<file path="config.mk">
export PLATFORM = sky130hd
export DESIGN_NAME = deselect
export DESIGN_NICKNAME = d
export VERILOG_FILES = /design/src/rtl/ecc_pkg.sv /design/src/rtl/hold_slot.sv /design/src/rtl/deselect.sv
export SDC_FILE = /design/constraint.sdc
export NUM_CORES = 1
export LEC_CHECK = 0
export CAP_MARGIN = 15
export CORE_AREA = 5 5 270 272
export CTS_BUF_LIST = sky130_fd_sc_hd__clkbuf_8
export DETAILED_ROUTE_END_ITERATION = 10
export DIE_AREA = 0 0 275 277
export DONT_BUFFER_PORTS = 1
export MAX_ROUTING_LAYER = met4
export SYNTH_ARGS = -nofsm -noshare
export SYNTH_HDL_FRONTEND = slang
export SYNTH_HIERARCHICAL = 1
export SYNTH_SLANG_ARGS = --single-unit
export TNS_END_PERCENT = 5
</file>
<file path="constraint.sdc">
create_clock -name CLK -period 8.7 [get_ports CLK]
set_input_delay 1.305 -clock CLK [delete_from_list [all_inputs] [get_ports CLK]]
set_output_delay 1.305 -clock CLK [all_outputs]
set_load 0.03 [all_outputs]
</file>
<file path="src/rtl/ecc_pkg.sv">
// Shared definitions for the GF(2^m) datapath blocks.
// Holds the default field-element width and the holding-slot state encoding.
// No logic; imported by deselect and hold_slot.
package ecc_pkg;

  // Field-element width for GF(2^233)
  localparam int ECC_N = 233;

  // Occupancy of a single-element holding slot
  typedef enum logic {
    EMPTY = 1'b0,
    FULL  = 1'b1
  } slot_state_t;

endpackage : ecc_pkg

</file>
<file path="src/rtl/hold_slot.sv">
// One-element output holding register with valid/ready handshake.
// Latency: element loaded on an edge is presented on dout the following cycle.
// Backpressure: a FULL slot holds data/valid while ready=0; drain+load on one edge stays FULL.
// Ports:
//   CLK, RST     - clock, async active-high reset (slot EMPTY, dout=0)
//   load, din    - write din into the slot this edge (caller guarantees space)
//   valid, ready - downstream handshake; valid is 1 exactly when FULL
//   dout         - slot contents (keeps last value after draining)
module hold_slot
  import ecc_pkg::*;
#(
  parameter int N = ECC_N
) (
  input  logic         CLK,
  input  logic         RST,
  input  logic         load,
  input  logic [N-1:0] din,
  output logic         valid,
  input  logic         ready,
  output logic [N-1:0] dout
);

  slot_state_t  r_state;
  logic [N-1:0] r_data;

  always_ff @(posedge CLK or posedge RST) begin
    if (RST) begin
      r_state <= EMPTY;
      r_data  <= '0;
    end else begin
      if (load) begin
        // A load wins over a drain: the slot stays FULL with the new element
        r_data  <= din;
        r_state <= FULL;
      end else if (valid && ready) begin
        // Data register intentionally left untouched on drain
        r_state <= EMPTY;
      end
    end
  end

  assign valid = (r_state == FULL);
  assign dout  = r_data;

endmodule : hold_slot

</file>
<file path="src/rtl/deselect.sv">
// 1-to-2 demultiplexer routing field elements to destination A (SEL=1) or B (SEL=0).
// Latency: one cycle from acceptance to the element appearing on A or B.
// Backpressure: IN_READY tracks only the selected slot; a stalled slot never blocks the other.
// Ports:
//   CLK, RST                   - clock, async active-high reset
//   IN_VALID, IN_READY, DIN    - source handshake and element
//   SEL                        - destination select, sampled on the accepting edge only
//   A_VALID, A_READY, A        - destination A handshake and data (registered)
//   B_VALID, B_READY, B        - destination B handshake and data (registered)
//   BUSY                       - either destination holds an element
module deselect
  import ecc_pkg::*;
#(
  parameter int N = ECC_N
) (
  input  logic         CLK,
  input  logic         RST,
  input  logic         IN_VALID,
  output logic         IN_READY,
  input  logic [N-1:0] DIN,
  input  logic         SEL,
  output logic         A_VALID,
  input  logic         A_READY,
  output logic [N-1:0] A,
  output logic         B_VALID,
  input  logic         B_READY,
  output logic [N-1:0] B,
  output logic         BUSY
);

  logic w_accept;
  logic w_load_a;
  logic w_load_b;

  // Selected slot has room if it is empty or is draining this same edge
  assign IN_READY = SEL ? (!A_VALID || A_READY) : (!B_VALID || B_READY);
  assign w_accept = IN_VALID && IN_READY;
  assign w_load_a = w_accept && SEL;
  assign w_load_b = w_accept && !SEL;

  hold_slot #(.N(N)) u_slot_a (
    .CLK   (CLK),
    .RST   (RST),
    .load  (w_load_a),
    .din   (DIN),
    .valid (A_VALID),
    .ready (A_READY),
    .dout  (A)
  );

  hold_slot #(.N(N)) u_slot_b (
    .CLK   (CLK),
    .RST   (RST),
    .load  (w_load_b),
    .din   (DIN),
    .valid (B_VALID),
    .ready (B_READY),
    .dout  (B)
  );

  assign BUSY = A_VALID || B_VALID;

endmodule : deselect

</file>
==> out/results.ini <==
[floorplan]
die_y_um = 277
fp.dieW_um = 275
die_area_sq_mm = 0.07618
ios = 709
coreArea_sq_mm = 0.07051
fp-row-count = 98
start_util = 0.2657

[routing]
num_vias = 8825
dr.pass1.iters = 4
vias_per_cell = 4.290
wl_per_cell_um = 23.75
drc = 0
drtIter0Drc = 364
wirelength_mm = 48.85
antenna_left = 0

[setup_path]
critPathCaptureType = output port
cpPeakStageDelay_ns = 0.68
critPathKind = primary input to output port
required_ns = 7.39
crit_end = IN_READY
startpoint = A_READY
crit_cells = 2
r2r_end = u_slot_b/dout[50]
r2r_slack_ns = 5.79
path_buf_inv = 1
crit_chain = inv_1 -> a31oi_1
r2r-start = u_slot_b/valid
slowest_stage = a31oi_1
critical_path.top_delay_family = compound AO/OA/AOI/OAI gates
startpoint_type = primary input
cp.arrival_ns = 2.05
r2r_cells = 5
cp_max_fo = 2

[global_route]
antenna_found_initial = 3
grt_max_degree = 119
grt_pass1_wl_mm = 71.10
first_global_vias = 10240
grtUsageTotal = 0.1245
grt-ovfl-total = 0

[pwr]
clkPwrFrac = 0.310
internal_power_mw = 4.155
combPwrFrac = 0.110
leakagePower_nw = 9.465
power.switching_mw = 2.332
cellPowerDensity_mw_per_mm2 = 305.0
switching_share = 0.3594
seqPwrFrac = 0.580
vdd_ir_drop_max_mv = 0.2261

[synthesis]
synth.most_common_cell = dfrtp_1
yosys.area.top_type = dfrtp_1
synth_edf_count = 0
synth_common_cells = 468 x dfrtp_1, 318 x mux2_4, 148 x mux2_2
yosysSeqAreaShare = 0.6252
yosysTopAreaCellShare = 0.6252
ys_ff_latch = 468
syn_nets = 1239
synthArstFlopShare = 1.000
synthFlopType = dfrtp_1
synthDistinctLibCells = 14
synthTopCellsByArea = dfrtp_1 63%, mux2_4 25%, mux2_2 8.9%
yosys_warnings = 6
syn_area_sq_mm = 0.01873
synth_cells = 1000
postSynthAreaPerCell_sq_um = 18.73

[cells_and_area]
syn_to_final_growth_pct = 13.52
postLayoutCoreUtil = 0.3016
fillCellCount = 6969
final_nets = 1276
drive_above_1_share = 0.5431

[sta]
slew_violations = 0
fmax_ghz = 0.2981
worst_pin_slew_ns = 1.126
final.min_clock_period_ns = 3.354
hold_viol_final = 0
max_slew_margin = 0.2494
fin_crit_sh = 0.3856
skew_ns = 0.02973
rsz0062_at_grt = no
finalSetupViolations = 0
finalSetupTns_ns = 0

[placement]
dp_hpwl_mm = 34.55
port_buffers = 0
gp_congestion = 0.8038

[cts]
cts_buffers = 78
ctsHoldBuffers = 0
clkTransAtPathRegs_ns = 0.06
root_buffer = clkbuf_8
clock_latency_ns = 0.65
cts_setup_buffers = 0
clock_path_buffers = 3
cts_tree = built
cts_sinks = 468
htreeDepth = 3
cts_resized = 0

[outcome]
status = complete, no violations

[flow_run]
cap_violations = 0

[min_path]
hp-class = primary input to async pin

-- metal layers --
layer,global-route usage,vias up,share of wire
met5,-,-,0
met4,0.05212,0,0.033
met3,0.06125,106,0.13
met2,0.2110,500,0.51
met1,0.1207,4611,0.32
li1,-,3608,-
-- layout make-up --
class / count / area [sq um] / share of cell area
Multi-Input combinational cell: 475 / 6521 / 0.3067
Clock buffer: 95 / 1308 / 0.06149
Inverter: 5 / 33.78 / 0.001589
Timing Repair Buffer: 9 / 142.6 / 0.006708
Antenna cell: 6 / 15.01 / 0.0007061
Clock inverter: 49 / 344.1 / 0.01618
Tap cell: 950 / 1189 / 0.05590
Sequential cell: 468 / 11710 / 0.5507
-- registers in the layout (all words and copies together), names as in the netlist --
name and cells:
u_slot_a/dout 233, u_slot_b/dout 233, u_slot_a/valid 1, u_slot_b/valid 1
-- kinds of logic after synthesis --
kind of cell | share of synthesized area
compound gates | 0.001402
simple gates | 0.001937
flops | 0.6252
buf+inv | 0.02759
mux | 0.3439
-- worst min-delay path by stage --
stage | depth (start not counted) | slack [ns] | startpoint | endpoint
2_1_floorplan | 1 | 0.71 | u_slot_b/valid | u_slot_b/valid
3_3_place_gp | 1 | 0.74 | u_slot_b/dout[112] | u_slot_b/dout[112]
3_5_place_dp | 1 | 0.74 | u_slot_b/dout[135] | u_slot_b/dout[135]
4_1_cts | 1 | 0.46 | RST | u_slot_a/dout[16]
5_1_grt | 1 | 0.48 | RST | u_slot_a/dout[132]
6_report | 1 | 0.53 | RST | u_slot_a/dout[132]
-- metrics by stage --
stage	area, sq um	instances	hold slack (ns)	setup WS [ns]	total power, mW
floorplan	18730	1000	0.7072	0.9770	4.284
global placement	19600	1907	0.7397	5.273	4.498
detailed placement	19600	1907	0.7360	5.245	4.528
CTS	21250	2051	0.4583	5.279	6.585
global route	21260	2057	0.4839	5.295	6.757
finish	21260	2057	0.5293	5.346	6.487
-- layout by cell type, fill, tap and decap left out, drive strengths merged --
master / count
inv: 32
a31oi: 1
dfrtp: 468
nor2b: 1
buf: 9
clkbuf: 95
clkinv: 16
bufinv: 3
or2: 1
clkinvlp: 3
diode: 6
mux2: 466
a21oi: 1
nand2: 1
a21o: 2
nor3b: 2
-- power by group through the flow --
stage	combinational (mW)	sequential (mW)	clock, mW
floorplan	0.650	3.63	0
global placement	0.687	3.81	0
detailed placement	0.720	3.81	0
CTS	0.720	3.78	2.08
global route	0.767	3.81	2.18
finish	0.715	3.76	2.01
No activity file was read; power rests on OpenSTA's default activity.
